<file path="src/rtl/tx_pkt_arbiter.sv">
// tx_pkt_arbiter: round-robin packet arbiter muxing NUM_SRC word sources onto one tx path.
module tx_pkt_arbiter #(
  parameter int DATA_WIDTH    = 64,
  parameter int CTRL_WIDTH    = DATA_WIDTH/8,
  parameter int NUM_SRC       = 4,
  parameter int SRC_IDX_WIDTH = 2
) (
  input  logic                          clk,
  input  logic                          reset,
  input  logic [NUM_SRC-1:0]            src_req,
  input  logic [NUM_SRC*DATA_WIDTH-1:0] src_data,
  input  logic [NUM_SRC*CTRL_WIDTH-1:0] src_ctrl,
  input  logic [NUM_SRC-1:0]            src_wr,
  input  logic [NUM_SRC-1:0]            src_eop,
  output logic [NUM_SRC-1:0]            src_rdy,
  output logic [DATA_WIDTH-1:0]         out_data,
  output logic [CTRL_WIDTH-1:0]         out_ctrl,
  output logic                          out_wr,
  input  logic                          out_rdy,
  input  logic                          arb_en,
  output logic [SRC_IDX_WIDTH-1:0]      grant_idx,
  output logic                          busy,
  output logic [31:0]                   pkts_sent
);
  typedef enum logic {IDLE, XFER} state_t;
  state_t                   state_q, state_d;
  logic [SRC_IDX_WIDTH-1:0] grant_q, grant_d, last_q, last_d, pick, idx;
  logic [DATA_WIDTH-1:0]    out_data_q, out_data_d;
  logic [CTRL_WIDTH-1:0]    out_ctrl_q, out_ctrl_d;
  logic                     out_wr_q, out_wr_d;
  logic [31:0]              pkts_q, pkts_d;
  logic                     found, acc, eop, new_grant;
  // Descending scan so the requester closest after last_q is the one that sticks.
  always_comb begin
    pick  = grant_q;
    idx   = '0;
    found = 1'b0;
    for (int k = NUM_SRC; k >= 1; k--) begin
      idx = SRC_IDX_WIDTH'((int'(last_q) + k) % NUM_SRC);
      if (src_req[idx]) begin
        pick  = idx;
        found = 1'b1;
      end
    end
  end
  always_comb begin
    acc        = state_q == XFER && out_rdy && src_wr[grant_q];
    eop        = acc && src_eop[grant_q];
    new_grant  = state_q == IDLE && arb_en && found;
    state_d    = state_q == IDLE ? (new_grant ? XFER : IDLE) : (eop ? IDLE : XFER);
    grant_d    = new_grant ? pick : grant_q;
    last_d     = eop ? grant_q : last_q;
    pkts_d     = pkts_q + 32'(eop);
    out_wr_d   = acc;
    out_data_d = acc ? src_data[grant_q*DATA_WIDTH +: DATA_WIDTH] : out_data_q;
    out_ctrl_d = acc ? src_ctrl[grant_q*CTRL_WIDTH +: CTRL_WIDTH] : out_ctrl_q;
  end
  always_ff @(posedge clk) begin
    if (reset) begin
      state_q    <= IDLE;
      grant_q    <= '0;
      last_q     <= SRC_IDX_WIDTH'(NUM_SRC-1);
      pkts_q     <= '0;
      out_wr_q   <= 1'b0;
      out_data_q <= '0;
      out_ctrl_q <= '0;
    end else begin
      state_q    <= state_d;
      grant_q    <= grant_d;
      last_q     <= last_d;
      pkts_q     <= pkts_d;
      out_wr_q   <= out_wr_d;
      out_data_q <= out_data_d;
      out_ctrl_q <= out_ctrl_d;
    end
  end
  assign src_rdy   = (state_q == XFER && out_rdy) ? NUM_SRC'(1) << grant_q : '0;
  assign out_data  = out_data_q;
  assign out_ctrl  = out_ctrl_q;
  assign out_wr    = out_wr_q;
  assign grant_idx = grant_q;
  assign busy      = state_q == XFER;
  assign pkts_sent = pkts_q;
endmodule

</file>
<file path="config.mk">
export PLATFORM = sky130hd
export DESIGN_NAME = tx_pkt_arbiter
export DESIGN_NICKNAME = d
export VERILOG_FILES = /design/src/rtl/tx_pkt_arbiter.sv
export SDC_FILE = /design/constraint.sdc
export NUM_CORES = 1
export LEC_CHECK = 0
export ABC_AREA = 1
export BUFFER_PORTS_ARGS = -buffer_cell sky130_fd_sc_hd__buf_2
export CAP_MARGIN = 25
export CELL_PAD_IN_SITES_DETAIL_PLACEMENT = 1
export CELL_PAD_IN_SITES_GLOBAL_PLACEMENT = 1
export CORE_AREA = 2 2 162 164
export CTS_BUF_LIST = sky130_fd_sc_hd__clkbuf_4 sky130_fd_sc_hd__clkbuf_8
export CTS_CLUSTER_DIAMETER = 200
export DETAILED_ROUTE_END_ITERATION = 10
export DIE_AREA = 0 0 164 166
export PLACE_DENSITY_LB_ADDON = 0.1
export SYNTH_ARGS = -nofsm -noshare
export SYNTH_HDL_FRONTEND = slang
export SYNTH_SLANG_ARGS = --single-unit
</file>
<file path="constraint.sdc">
create_clock -name clk -period 4.88 [get_ports clk]
set_input_delay 0.488 -clock clk [delete_from_list [all_inputs] [get_ports clk]]
set_output_delay 0.488 -clock clk [all_outputs]
set_load 0.01 [all_outputs]
</file>
Word level (Yosys, flattened, before mapping)
Index checks and enable logic that the tools add are counted.

Input port bits: 304. Register bits after elaboration: 110. Word-level logic and storage cells: 52. Output and inout port bits: 112.

Mux-type cells: 24. Shifts and indexed selects: 3. Add/subtract/negate cells: 5. $lt $le $gt $ge: 5. Reduce and logical (&&, ||, !) cells: 7. Bitwise gates (word level): 1.

Operators by type and width (number): $shiftx A256 B9 Y64 (1); $add A32 B1 Y32 (1); $shiftx A32 B6 Y8 (1); $lt A2 B3 Y1 const B (5); $mux W1 (13); $bmux W1 S2 (6); $mux W2 (4); $logic_and A1 B1 Y1 (5); $add A2 B1 Y2 const B (2); $add A2 B2 Y2 const B (2); $mux W4 (1); $reduce_bool A4 Y1 (1); $shl A1 B2 Y4 const A (1); $reduce_and A2 Y1 (1); $not A1 Y1 (1).

Depth between registers and ports, before layout
Gate-level depths: netlist of run 1.

Depth in word-level cells: 10. Depth in mapped cells: 19. Gate-level depth less buffers: 19.

Worst setup path after synthesis of run 1
Ideal clock, no wire load.

Kind: register to register. From: register grant_q[0], in the netlist grant_idx[0]. To: register pkts_q[30], in the netlist pkts_sent[30]. Stages on the path, launching flop included: 20. Clock period less this slack: 2713 ps. Buffers on the path: 2. Setup time: 132 ps. Required time: 4748 ps. Setup slack: 2167 ps. Data arrival time: 2581 ps. Path through: dfxtp_1 > buf_4 > nand2_2 > inv_2 > nand2_1 > nand4_2 > buf_4 > nand3_1 > inv_1 > ha_1 > ha_1 > nand2_1 > nor2_2 > inv_1 > nor2_1 > inv_1 > nor2_1 > nand2_1 > nand2_1 > a21oi_1.

Word-level cells in the longest chain between the ends: 5. Elaborated cells between the ends (all ways): 7. Classes of those cells: 1 x add/sub; 4 x mux; 2 x reduce/logical.

Ends and longest elaborated chain: start, declared (line 27) `logic [SRC_IDX_WIDTH-1:0] grant_q, grant_d, last_q, last_d, pick, idx;`; start signal, assigned (line 69) `grant_q <= grant_d;`; $bmux W1 S2 (line 47) `acc = state_q == XFER && out_rdy && src_wr[grant_q];`; $mux W1 (implied by the code) (line 47); $logic_and A1 B1 Y1 (line 47); $logic_and A1 B1 Y1 * (line 48) `eop = acc && src_eop[grant_q];`; $add A32 B1 Y32 * (line 53) `pkts_d = pkts_q + 32'(eop);`; end signal, assigned (line 71) `pkts_q <= pkts_d;`; end, declared (line 31) `logic [31:0] pkts_q, pkts_d;`.

Mark *: on every way between the ends. The rest lies on a longest branch, timed or not. The select of a mux whose other input is x is not followed. A chain may end at the register's enable or synchronous reset.

Worst setup path in the final report of run 1
From: register grant_q[1], in the netlist grant_idx[1]. To: register pkts_q[30], in the netlist pkts_sent[30].

Same word-level chain as after synthesis.

==> results list, run 1 <==
- Cts bufs inserted: 9
- For this design the ratio of total power to cell area is between 200 and 250 nW/um2.
- IR drop worst, VDD: about 0.1 mV
- Reg2reg path depth: 18
- For this configuration, the core starts out at a cell density of 0.269.
- The via count of the first global-routing pass was roughly 9100.
* RSZ-0062 raised after global routing: no
* Startpoint of the lowest-slack register-to-register path: grant_idx[1]
- Hold path start: src_data[146]
- The first global-routing pass estimated a little under 50 mm of wire.
- Counting every sink on the clock net gives 110.
* Core ar.: ~26000 um2
- Each instance of the synthesized netlist takes up on average 6.00 um2.
- Floorplan die height: around 170 um
- The critical path starts at grant_idx[1].
- After filler insertion, the fill cell instance count of the layout stands at 3551.
- The share of synthesized area in the top cell type comes to 0.319.
- Summed over all layers, the global routing overflow is 0.
- The compound-cell area share of the yosys netlist came to 0.197.
* Final wirelength: 32.3 mm
- Crit path buffers/inverters: 5
- Register-to-Register Setup Slack: 1080 ps
- Worst Hold Class: primary input to register
- The flow ran to the end, and the final reports show no timing, DRC or antenna violations.
* Leak Pwr: between 4 and 5 nW
- Worst Hold Path Cells: 5
- Worst hold path endpoint: out_data[18]
- Combinational family with the most area after synthesis: simple AND/OR/NAND/NOR gates
- Share of the clock period used by the worst path: 0.778
* Proportion of synthesized chip area in sequential cells: 0.319
- Unique masters post-synth: 29
- Across every metal layer, demand over resource in global routing totals 0.231.
* Capture point of the worst reg-to-reg path: pkts_sent[30]
- Once the clock tree was built, the resizer swapped 0 gates to a different size.
* Hold Vio Cnt, Final: 0
* Parity-gate share of the synthesized area counting xor and xnor cells: 0.0102
- The H-tree generated during clock tree synthesis spans 3 levels.
* Crit path launch type: register
- Flip-flop and latch count after synthesis: 110
- Arr. time, crit path: 4050 ps
- After synthesis the cells add up to between 6000 and 7000 um2.
- Relative slew slack: 0.366
- Top cells by area in the synthesized netlist: sky130_fd_sc_hd__dfxtp_1, sky130_fd_sc_hd__nand2_1, sky130_fd_sc_hd__a21oi_1
* Final core utilization: 0.368
- Avg WL per Cell: 17.5 um
- Drt first-iter violations: between 300 and 400
* Global placement routability congestion: slightly below 0.9
* Via-per-instance ratio: about 4.8
- Antenna violations before repair: 4
- Post-CTS Setup Inserts: 0
- Number of hold buffers added after CTS: 0
- Worst EP required: slightly above 5000 ps
- Compared with the post-synthesis result, the final layout area differs by 36.8%.
- Synth area leader: sky130_fd_sc_hd__dfxtp_1
- Count of placed standard cells including taps: between 1500 and 2000
- The most numerous cell type found on the critical path is sky130_fd_sc_hd__nand2_1.
- Entering global routing, the biggest net connects ~100 pins.
* Total die area: 27200 um2
- The slowest stage of the critical path belongs to the cell sky130_fd_sc_hd__inv_2.
* CTS Root Cell: sky130_fd_sc_hd__clkbuf_8
- Number of nets produced by synthesis: around 1500
- Counting instances in the post-synthesis netlist gives the leading cell types as sky130_fd_sc_hd__nand2_1, sky130_fd_sc_hd__a21oi_1, sky130_fd_sc_hd__dfxtp_1.
- Primary flip-flop cell chosen by synthesis mapping: sky130_fd_sc_hd__dfxtp_1
- The synthesized design contains 0 enable-type register cells.
- The pre-antenna-repair detailed-routing pass consisted of 4 iterations.
- Clock tree skew after final layout: ~16 ps
- Leaving out filler cells and counting taps, the final layout contains 1852.
* Clock input transition at the sequential cells of the worst setup and hold paths: 110 ps
- The worst setup path is captured at a register.
* Register area: about 2200 um2
- The Yosys step of the flow raised 0 warnings.
* Share of synthesized cell area in full adder, half adder and majority cells: 0.00363
- Crit Path Category: register to register
- Longest Clk Path Bufs: 2
- TritonCTS clock tree: yes
- Setup_tns: 0 ps
* Min cycle time layout: between 3000 and 4000 ps
- FP Rows: 59
* Fraction of layout cells with a size suffix above 1: 0.303
* Die width: approximately 160 um
- At the pin with the least slew margin, the transition time is 949 ps.
* I/O pin count: between 400 and 500
* Number of slew-limit violations in the final report: 0
* Detail Placement HPWL: around 25 mm
* Maximum clock frequency: ~0.26 GHz
- The kind of cell with the highest combined delay along the critical path is simple AND/OR/NAND/NOR gates.
- Cells along the critical path: inv_2 -> nand2_2 -> inv_2 -> nand2_1 -> nand4_4 -> nand3_1 -> inv_1 -> ha_1 -> ha_1 -> nand2_1 -> nor2_2 -> inv_1 -> nor2_1 -> inv_1 -> nor2_1 -> nand2_1 -> nand2_1 -> a21oi_1
* Area of the multi-input gates: between 4000 and 5000 um2
- Max-capacitance violation count: 0
- Cells after synthesis: 1149
- Final hold slack: 427 ps
- Most frequent cell after synthesis: sky130_fd_sc_hd__nand2_1
- Setup violations remaining at the end of the flow were counted as 0.
* DRC errors left: 0
- Share of flip-flops with an asynchronous set or reset after synthesis: 0
* Post-Synth Simple-Gate Area: 0.385
* Port Buf Inserts: 415
- The net count of the finished layout is roughly 1800.
- Along the worst path, the maximum fanout reaches 33.
- The later pin in the worst-skew pair is clocked with a latency of ~400 ps.
- Highest cell delay on the worst timing path: approximately 470 ps
- Antenna Violating Nets Remaining: 0
- Via count: 8954
- After synthesis, the share of cell area in mux cells is 0.
## cell usage in the layout (no fill, tap or decap), types with 8 or more instances in the layout
cell type,n
sky130_fd_sc_hd__a21oi_1,145
sky130_fd_sc_hd__o211ai_1,49
sky130_fd_sc_hd__nor3_1,9
sky130_fd_sc_hd__inv_1,61
sky130_fd_sc_hd__nand3b_1,8
sky130_fd_sc_hd__o21ai_0,15
sky130_fd_sc_hd__nand2_1,436
sky130_fd_sc_hd__buf_2,415
sky130_fd_sc_hd__nor2_1,104
sky130_fd_sc_hd__buf_4,10
sky130_fd_sc_hd__dfxtp_1,108
sky130_fd_sc_hd__a22oi_1,23
sky130_fd_sc_hd__nand3_1,57
sky130_fd_sc_hd__clkbuf_8,9
sky130_fd_sc_hd__nand4_1,27
## kinds of logic after synthesis
| kind of cell | after synthesis |
|---|---|
| xor+xnor | 8 |
| simple gates | 650 |
| buf+inv | 144 |
| compound gates | 235 |
| flops | 110 |
| fa+ha+maj | 2 |
## flip-flops by register name, summed over array words and instances, names as in the netlist
register   cells
out_data      64
out_ctrl       8
grant_idx      2
busy           1
pkts_sent     32
out_wr         1
last_q         2
## routing by layer
metal	vias to the layer above	wire, um	global-route usage
li1	4496	-	-
met3	34	1960	0.0490
met2	256	16300	0.416
met4	2	590	0.0633
met5	-	17	0
met1	4166	13500	0.276
## power breakdown
group | internal (mW) | total (mW) | switching (mW)
combinational | 0.250 | 0.661 | 0.410
sequential | 0.929 | 0.963 | 0.0335
clock | 0.243 | 0.589 | 0.346
total | 1.42 | 2.21 | 0.790
## worst max-delay path by stage
stage	to	cells past startpoint
final	pkts_sent[30]	18
after global routing	pkts_sent[30]	18
after CTS	pkts_sent[30]	18
after detailed placement	pkts_sent[30]	18
after global placement	pkts_sent[30]	18
after floorplan	pkts_sent[30]	19
## cell type report
class / instances / share of cell area
tap: 335 / 0.0444
clock inverter: 5 / 0.00637
antenna: 3 / 0.000796
inverter: 66 / 0.0264
sequential: 110 / 0.234
clock buffer: 10 / 0.0139
multi-input combinational: 895 / 0.437
timing repair buffer: 428 / 0.237
## per-stage QoR
stage	power, mW	setup slack (ps)	area, um2
6_report	2.21	1080	9430
5_1_grt	2.35	567	9430
4_1_cts	2.24	936	9370
3_5_place_dp	1.64	949	9180
3_3_place_gp	1.64	1020	9150
2_1_floorplan	1.35	2170	6900
## worst min-delay path, stage by stage
cell and delay (ps):
sky130_fd_sc_hd__buf_2 70, sky130_fd_sc_hd__a21oi_1 50, sky130_fd_sc_hd__nand3_1 60, sky130_fd_sc_hd__nand2_1 40
sky130_fd_sc_hd__nor2_1 60
(Power assumes the default switching activity.)
==> run 2, diff against run 1 <==
- CORE_AREA: 2 2 162 164 -> not set
- CORE_ASPECT_RATIO: not set -> 2
- CORE_UTILIZATION: not set -> 26
- DIE_AREA: 0 0 164 166 -> not set
- clock period: 4.88 -> 3.2 ns (I/O delays scaled with it)
==> run 2 against run 1 <==
Count of clock-buffer cells in the layout is the same; non-clock buffer count grew 7; clock skew shrank 2.3 ps; register-to-register slack lost 720 ps; power grew 55%; die area is essentially flat; highest routed layer unchanged; largest cell class unchanged; maximum frequency grew 34%; global-route usage grew 2.4 points; final area grew 0.34%; sequential cell count is the same; via count grew 2.2%.
==> results list, run 2 (synthesized netlist as in run 1, its figures left out) <==
- Run status: finished clean (unchanged).
* TritonCTS sink count: 110 (unchanged)
* Total design power: 3.42 mW (was 2.21 mW)
* Remaining global-route overflow: 0 (unchanged)
- Met1 demand-to-capacity share in global routing: 0.241 (was 0.276)
- Total die area: 27200 um2 (about the same)
* Layout area overhead: 37.2% (was 36.8%)
- Floorplan die height: 232 um (was 166 um)
* RSZ-0062 raised after global routing: no (unchanged)
- The number of buffers inserted for hold repair after clock tree synthesis is 0 (unchanged).
- The detail-routed via count per cell was 4.89 (was 4.83).
- CTS Root Cell: sky130_fd_sc_hd__clkbuf_8 (unchanged)
- Hold Vio Cnt, Final: 0 (unchanged)
* Detailed Routing Iterations Pass 1: 7 (was 4)
- The power density over the cells was 362 nW/um2 (was 235 nW/um2).
- I/O pin count: 416 (unchanged)
- The final clock period utilization by the worst path came to 0.886 (was 0.778).
* Worst Hold Class: primary input to register (unchanged)
- The final critical-path setup slack is 365 ps (was 1080 ps).
- The leakage power of the design is 4.61 nW (was 4.59 nW).
- The effective utilization at floorplan was 0.264 (was 0.269).
- Max-capacitance violation count: 0 (unchanged)
- Die width: 117 um (was 164 um)
- Antenna violations before repair: 11 (was 4)
- The fraction of layout instances using a drive strength above 1 is 0.307 (was 0.303).
- Global placement routability congestion: 0.915 (was 0.868)
- The global routing's busiest layer was met2 (unchanged).
- The maximum clock rate is 0.353 GHz (was 0.263 GHz).
- The summed negative setup slack over all endpoints is 0 ps (unchanged).
- The worst reg-to-reg setup slack is 370 ps (was 1080 ps).
* Worst EP required: 3470 ps (was 5130 ps)
* Critical Path Sink Type: register (unchanged)
- The setup-violating endpoint count in the final report came to 0 (unchanged).
- The max-slew violation total from the final report was 0 (unchanged).
- The footprint of the flip-flops and latches came to 2210 um2 (unchanged).
- The overall track demand over capacity in global routing came to 0.255 (was 0.231).
- The post-detailed-route DRC marker count came to 0 (unchanged).
* Post-place setup slack: 170 ps (was 949 ps)
- The commonest non-fill, non-tap cell in the layout is sky130_fd_sc_hd__nand2_1 (unchanged).
- The count of buffers inserted at the top-level ports is 415 (unchanged).
- The half-perimeter wire length of the detailed placement result is 27.0 mm (was 24.6 mm).
- The count of antenna-violating nets left after detailed routing came to 0 (unchanged).
- Max reg flops: 64 (unchanged)
- Via count: 9153 (was 8954)
* Avg WL per Cell: 18.7 um (was 17.5 um)
- The area inside the core boundary came to 26200 um2 (was 25600 um2).
- The number of filler cells placed in the layout is 3633 (was 3551).
* Global-route met3 utilization: 0.0512 (was 0.0490)
- The wire length of the first global-routing pass was 51.0 mm (was 49.5 mm).
* Final wirelength: 35.0 mm (was 32.3 mm)
- The count of standard-cell rows came to 84 (was 59).
- The final net count came to 1823 (was 1816).
- Crit Path Category: register to register (unchanged)
- The area of all placed cells without fillers came to 9460 um2 (was 9430 um2).
- The final hold slack came to 229 ps (was 427 ps).
* Arr. time, crit path: 3100 ps (was 4050 ps)
- The shortest period the worst path allows was 2830 ps (was 3800 ps).
* Crit path launch type: register (unchanged)
- The worst max-slew margin expressed relative to the limit is 0.348 (was 0.366).
* Clock tree skew after final layout: 14.2 ps (was 16.5 ps)
* Routing usage on met2: 0.493 (was 0.416)
- The H-tree depth reported by CTS is 3 (unchanged).
- The clock latency on the worst-skew pair is 420 ps (was 400 ps).
* TritonCTS clock tree: yes (unchanged)
- The placed standard-cell area is 9240 um2 (was 9180 um2).
- The clock-pin transition on the worst setup and hold timing paths was 110 ps (about the same).
- Largest net degree at the start of global routing: 74 (was 103)
* Most frequent cells in the layout: sky130_fd_sc_hd__nand2_1, sky130_fd_sc_hd__buf_2, sky130_fd_sc_hd__a21oi_1 (unchanged)
* Drt first-iter violations: 358 (was 387)
- Cts bufs inserted: 9 (unchanged)
- The combined area of the multi-input logic cells came to 4130 um2 (was 4120 um2).
* Longest Clk Path Bufs: 2 (unchanged)
- Transition time at the pin with the least slew margin: 978 ps (was 949 ps)
- IR drop worst, VDD: 0.170 mV (was 0.0992 mV)
* Via count of the first global-routing pass: 9123 (was 9084)
- Worst-path maximum fanout: 16 (was 33)
==> run 2: changes by cell type in the layout (fill, tap and decap cells not counted) <==
cell	delta
sky130_fd_sc_hd__clkbuf_8	+1
sky130_fd_sc_hd__nor2_1	-1
sky130_fd_sc_hd__clkinv_2	-1
sky130_fd_sc_hd__inv_2	-1
sky130_fd_sc_hd__buf_4	+10
sky130_fd_sc_hd__diode_2	+3
sky130_fd_sc_hd__inv_4	+2
sky130_fd_sc_hd__nor2_2	+1
sky130_fd_sc_hd__inv_6	+1
sky130_fd_sc_hd__buf_16	-3
sky130_fd_sc_hd__clkbuf_4	-1
==> run 2: per-layer routing <==
layer  up-vias  wire (um)
met5         -         37
met4         8       1740
met3        74       1720
met2       300      19400
met1      4261      12100
li1       4510          -
==> run 2: timing repair <==
| item | in CTS | in global routing |
|---|---|---|
| gates resized for setup | 0 | 3 |
| hold endpoints to repair | 0 | 0 |
| setup endpoints to repair | 0 | 2 |
| buffers inserted | 0 | 0 |
==> run 2: per-stage QoR <==
stage               std cells  utilization
detailed placement       1850        0.353
finish                   1872        0.362
global route             1872        0.362
global placement         1850        0.353
floorplan                1149            -
CTS                      1866        0.361
==> run 2: final timing paths <==
path,start,end,cells after the start
min,src_data[143],out_data[15],5
max,grant_idx[1],pkts_sent[30],19
max reg2reg,grant_idx[1],pkts_sent[30],19
min reg2reg,out_data[20],out_data[20],2
==> run 2: where the power goes <==
part / leakage (nW) / switching, mW / internal, mW
Clock: 0.103 / 0.550 / 0.390
Combinational: 3.61 / 0.652 / 0.376
Sequential: 0.891 / 0.0390 / 1.42
Total: 4.61 / 1.24 / 2.18
==> run 2: final cells by class <==
type	count	area share
diodes	6	0.00159
clock inverters	6	0.00727
well taps	344	0.0455
inverters	66	0.0267
clock buffers	10	0.0145
flip-flops and latches	110	0.233
repair buffers	435	0.235
multi-input cells	895	0.436
==> run 2: worst max-delay path, stage by stage (launching register included) <==
cell and delay [ps]:
sky130_fd_sc_hd__dfxtp_2 460, sky130_fd_sc_hd__inv_4 130, sky130_fd_sc_hd__nand2_2 90, sky130_fd_sc_hd__inv_2 50, sky130_fd_sc_hd__nand2_1 50, sky130_fd_sc_hd__o21ai_0 70, sky130_fd_sc_hd__nor2_1 110, sky130_fd_sc_hd__nand3_1 140
sky130_fd_sc_hd__inv_1 140, sky130_fd_sc_hd__ha_1 200, sky130_fd_sc_hd__ha_1 180, sky130_fd_sc_hd__nand2_1 80, sky130_fd_sc_hd__nor2_2 170, sky130_fd_sc_hd__inv_1 120, sky130_fd_sc_hd__nor2_2 240, sky130_fd_sc_hd__inv_1 90
sky130_fd_sc_hd__nor2_1 170, sky130_fd_sc_hd__nand2_1 80, sky130_fd_sc_hd__nand2_1 70, sky130_fd_sc_hd__a21oi_1 60
==> run 3, diff against run 2 <==
- CELL_PAD_IN_SITES_DETAIL_PLACEMENT: 1 -> not set
- CELL_PAD_IN_SITES_GLOBAL_PLACEMENT: 1 -> not set
- CORE_AREA: not set -> 2 2 163 165
- CORE_ASPECT_RATIO: 2 -> not set
- CORE_UTILIZATION: 26 -> not set
- DIE_AREA: not set -> 0 0 165 167
- PLACE_DENSITY_LB_ADDON: 0.1 -> not set
==> run 3 against run 2 <==
Non-clock buffer count decreased by 3; worst hold slack improved by 20 ps; power down 1.8%; critical path type unchanged; die area is 1.2% higher.
==> results list, run 3 (synthesized netlist as in run 1, its figures left out) <==
- Most frequent cells in the layout: sky130_fd_sc_hd__nand2_1, sky130_fd_sc_hd__buf_2, sky130_fd_sc_hd__a21oi_1 (unchanged).
* Setup_tns: 0 ps (unchanged)
* Longest Clk Path Bufs: 2 (unchanged)
- Share of the clock period used by the worst path: 0.880 (was 0.886)
- The floorplan die area was 27600 um2 (was 27200 um2).
- The signed area change from the synthesized netlist to the final layout was 37.0% (was 37.2%).
- The maximum VDD drop was 0.139 mV (was 0.170 mV).
* Area of the multi-input gates: 4130 um2 (about the same)
- DRC errors left: 0 (unchanged)
- The hold violation total from the final report is 0 (unchanged).
- Detailed Routing Iterations Pass 1: 7 (unchanged)
- Transition time at the pin with the least slew margin: 894 ps (was 978 ps)
- The share of power burned in the clock network is 0.270 (was 0.275).
- The number of maximum-capacitance violations came to 0 (unchanged).
- Hold path start: src_data[171] (was src_data[143])
* Final wirelength: 30.7 mm (was 35.0 mm)
- The per-cell routed wire length came to 16.4 um (was 18.7 um).
- I/O pin count: 416 (unchanged)
- The post-CTS setup buffer count is 0 (unchanged).
- The number of filler cells placed in the layout was 2833 (was 3633).
- RSZ-0062 raised after global routing: no (unchanged)
- Finished layout cell area: 9450 um2 (was 9460 um2)
- The proportion of power drawn by combinational gates is 0.299 (was 0.300).
- Global placement routability congestion: 0.939 (was 0.915)
* Most common library cell in the layout ignoring fill and taps: sky130_fd_sc_hd__nand2_1 (unchanged)
- The kind of path behind the tightest hold check was primary input to register (unchanged).
* Clock input transition at the sequential cells of the worst setup and hold paths: 110 ps (about the same)
* Run status: finished clean (unchanged)
* Via-per-instance ratio: 4.84 (was 4.89)
- Fraction of layout cells with a size suffix above 1: 0.306 (was 0.307)
- Maximum clock frequency: 0.355 GHz (was 0.353 GHz)
- Floorplan die height: 167 um (was 232 um)
* Detail Placement HPWL: 23.6 mm (was 27.0 mm)
* Clock latency on the worst-skew pair: 390 ps (was 420 ps)
* Worst EP required: 3440 ps (was 3470 ps)
- Worst-path maximum fanout: 11 (was 16)
- The CTS tree is yes (unchanged).
- TritonCTS sink count: 110 (unchanged)
- The reported net switching power was 1.18 mW (was 1.24 mW).
- The maximum number of pins on one net before global-route repair is 78 (was 74).
* Nets: 1820 (was 1823)
- The sequential share of power came to 0.431 (was 0.425).
* Critical Path Sink Type: register (unchanged)
- Port Buf Inserts: 415 (unchanged)
* Remaining global-route overflow: 0 (unchanged)
- Die width: 165 um (was 117 um)
- Sw Share: 0.351 (was 0.362)
- The critical path startpoint category was a register (unchanged).
- The effective utilization at floorplan came to 0.268 (was 0.264).
- The number of clock buffers inserted by TritonCTS was 9 (unchanged).
- Aggregate global-route resource usage: 0.213 (was 0.255)
- The power density over the cells is 356 nW/um2 (was 362 nW/um2).
- The worst max-slew margin expressed relative to the limit is 0.404 (was 0.348).
* Number of hold buffers added after CTS: 0 (unchanged)
- FP Rows: 59 (was 84)
* Number of slew-limit violations in the final report: 0 (unchanged)
- The largest clock skew in the final design was 11.0 ps (was 14.2 ps).
* Antenna violations before repair: 14 (was 11)
* Int Power: 2.18 mW (about the same)
- CTS Root Cell: sky130_fd_sc_hd__clkbuf_8 (unchanged)
- The flip-flop count of the largest register, all copies and words added was 64 (unchanged).
- Resized cells post-CTS: 0 (unchanged)
- The worst reg-to-reg setup slack is 380 ps (was 370 ps).
- The wire length of the first global-routing pass is 45.2 mm (was 51.0 mm).
* Startpoint of the lowest-slack register-to-register path: grant_idx[1] (unchanged)
- The placed standard-cell area came to 9200 um2 (was 9240 um2).
- Drt first-iter violations: 655 (was 358)
- Arr. time, crit path: 3060 ps (was 3100 ps)
- Min cycle time layout: 2820 ps (was 2830 ps)
* Via count of the first global-routing pass: 8250 (was 9123)
- Leak Pwr: 4.59 nW (was 4.61 nW)
* Register area: 2210 um2 (unchanged)
- The H-tree depth reported by CTS was 3 (unchanged).
- Antenna Violating Nets Remaining: 0 (unchanged)
- Final setup violating endpoints: 0 (unchanged)
- Crit path launch: grant_idx[1] (unchanged)
- The area inside the core boundary was 25800 um2 (was 26200 um2).
* Crit Path Category: register to register (unchanged)
- The overall via count from detail_route was 9031 (was 9153).
- The final hold slack came to 249 ps (was 229 ps).
-- run 3: cell count changes in the layout (fill, tap and decap cells not counted) --
| cell | previous run | this run |
|---|---|---|
| sky130_fd_sc_hd__diode_2 | 6 | 14 |
| sky130_fd_sc_hd__buf_4 | 20 | 17 |
| sky130_fd_sc_hd__clkbuf_4 | 0 | 1 |
| sky130_fd_sc_hd__clkinv_2 | 1 | 0 |
| sky130_fd_sc_hd__clkinv_4 | 1 | 2 |
| sky130_fd_sc_hd__clkinvlp_4 | 1 | 0 |
| sky130_fd_sc_hd__ha_1 | 2 | 1 |
| sky130_fd_sc_hd__ha_2 | 0 | 1 |
| sky130_fd_sc_hd__inv_6 | 2 | 1 |
-- run 3: path summary, 6_finish.rpt --
check / endpoint / cells after the start
worst max register to register: pkts_sent[30] / 19
worst min register to register: out_data[53] / 2
worst max-delay path: pkts_sent[30] / 19
worst min-delay path: out_data[43] / 5
-- run 3: power groups by stage --
stage / combinational (mW) / sequential (mW) / clock (mW)
floorplan: 0.567 / 1.50 / 0
global placement: 1.00 / 1.48 / 0
detailed placement: 1.01 / 1.48 / 0
CTS: 1.01 / 1.45 / 0.939
global route: 1.11 / 1.46 / 0.993
finish: 1.01 / 1.45 / 0.907
-- run 3: final cells by class --
cell class	count	share of cell area
well taps	335	0.0444
flip-flops and latches	110	0.234
repair buffers	432	0.233
diodes	14	0.00371
inverters	66	0.0268
clock inverters	4	0.00596
clock buffers	11	0.0154
multi-input cells	895	0.437
-- run 3: critical path: stages, from the launching register on --
cell,delay (ps)
sky130_fd_sc_hd__dfxtp_2,450
sky130_fd_sc_hd__inv_4,100
sky130_fd_sc_hd__nand2_2,80
sky130_fd_sc_hd__inv_2,90
sky130_fd_sc_hd__nand2_1,70
sky130_fd_sc_hd__o21ai_0,70
sky130_fd_sc_hd__nor2_1,90
sky130_fd_sc_hd__nand3_1,100
sky130_fd_sc_hd__inv_1,140
sky130_fd_sc_hd__ha_1,240
sky130_fd_sc_hd__ha_2,250
sky130_fd_sc_hd__nand2_1,90
sky130_fd_sc_hd__nor2_2,170
sky130_fd_sc_hd__inv_1,120
sky130_fd_sc_hd__nor2_2,190
sky130_fd_sc_hd__inv_1,80
sky130_fd_sc_hd__nor2_1,150
sky130_fd_sc_hd__nand2_1,80
sky130_fd_sc_hd__nand2_1,60
sky130_fd_sc_hd__a21oi_1,50
-- run 3: stage by stage --
step	power (mW)	instances	worst slack [ps]	utilization
after detailed placement	2.49	1838	231	0.357
after global routing	3.56	1865	20.6	0.367
after CTS	3.40	1853	200	0.365
final	3.36	1867	382	0.367
after floorplan	2.06	1149	487	-
after global placement	2.48	1838	336	0.357
-- run 3: layer usage --
layer  wire length, um  vias to the layer above  part of all wire  global-route usage
met2             14600                      364              0.48               0.347
met1             12900                     4098              0.42               0.266
met5                13                        -           0.00042                   0
met3              2150                       52             0.070              0.0411
met4              1050                        2             0.034               0.110
li1                  -                     4515                 -                   -
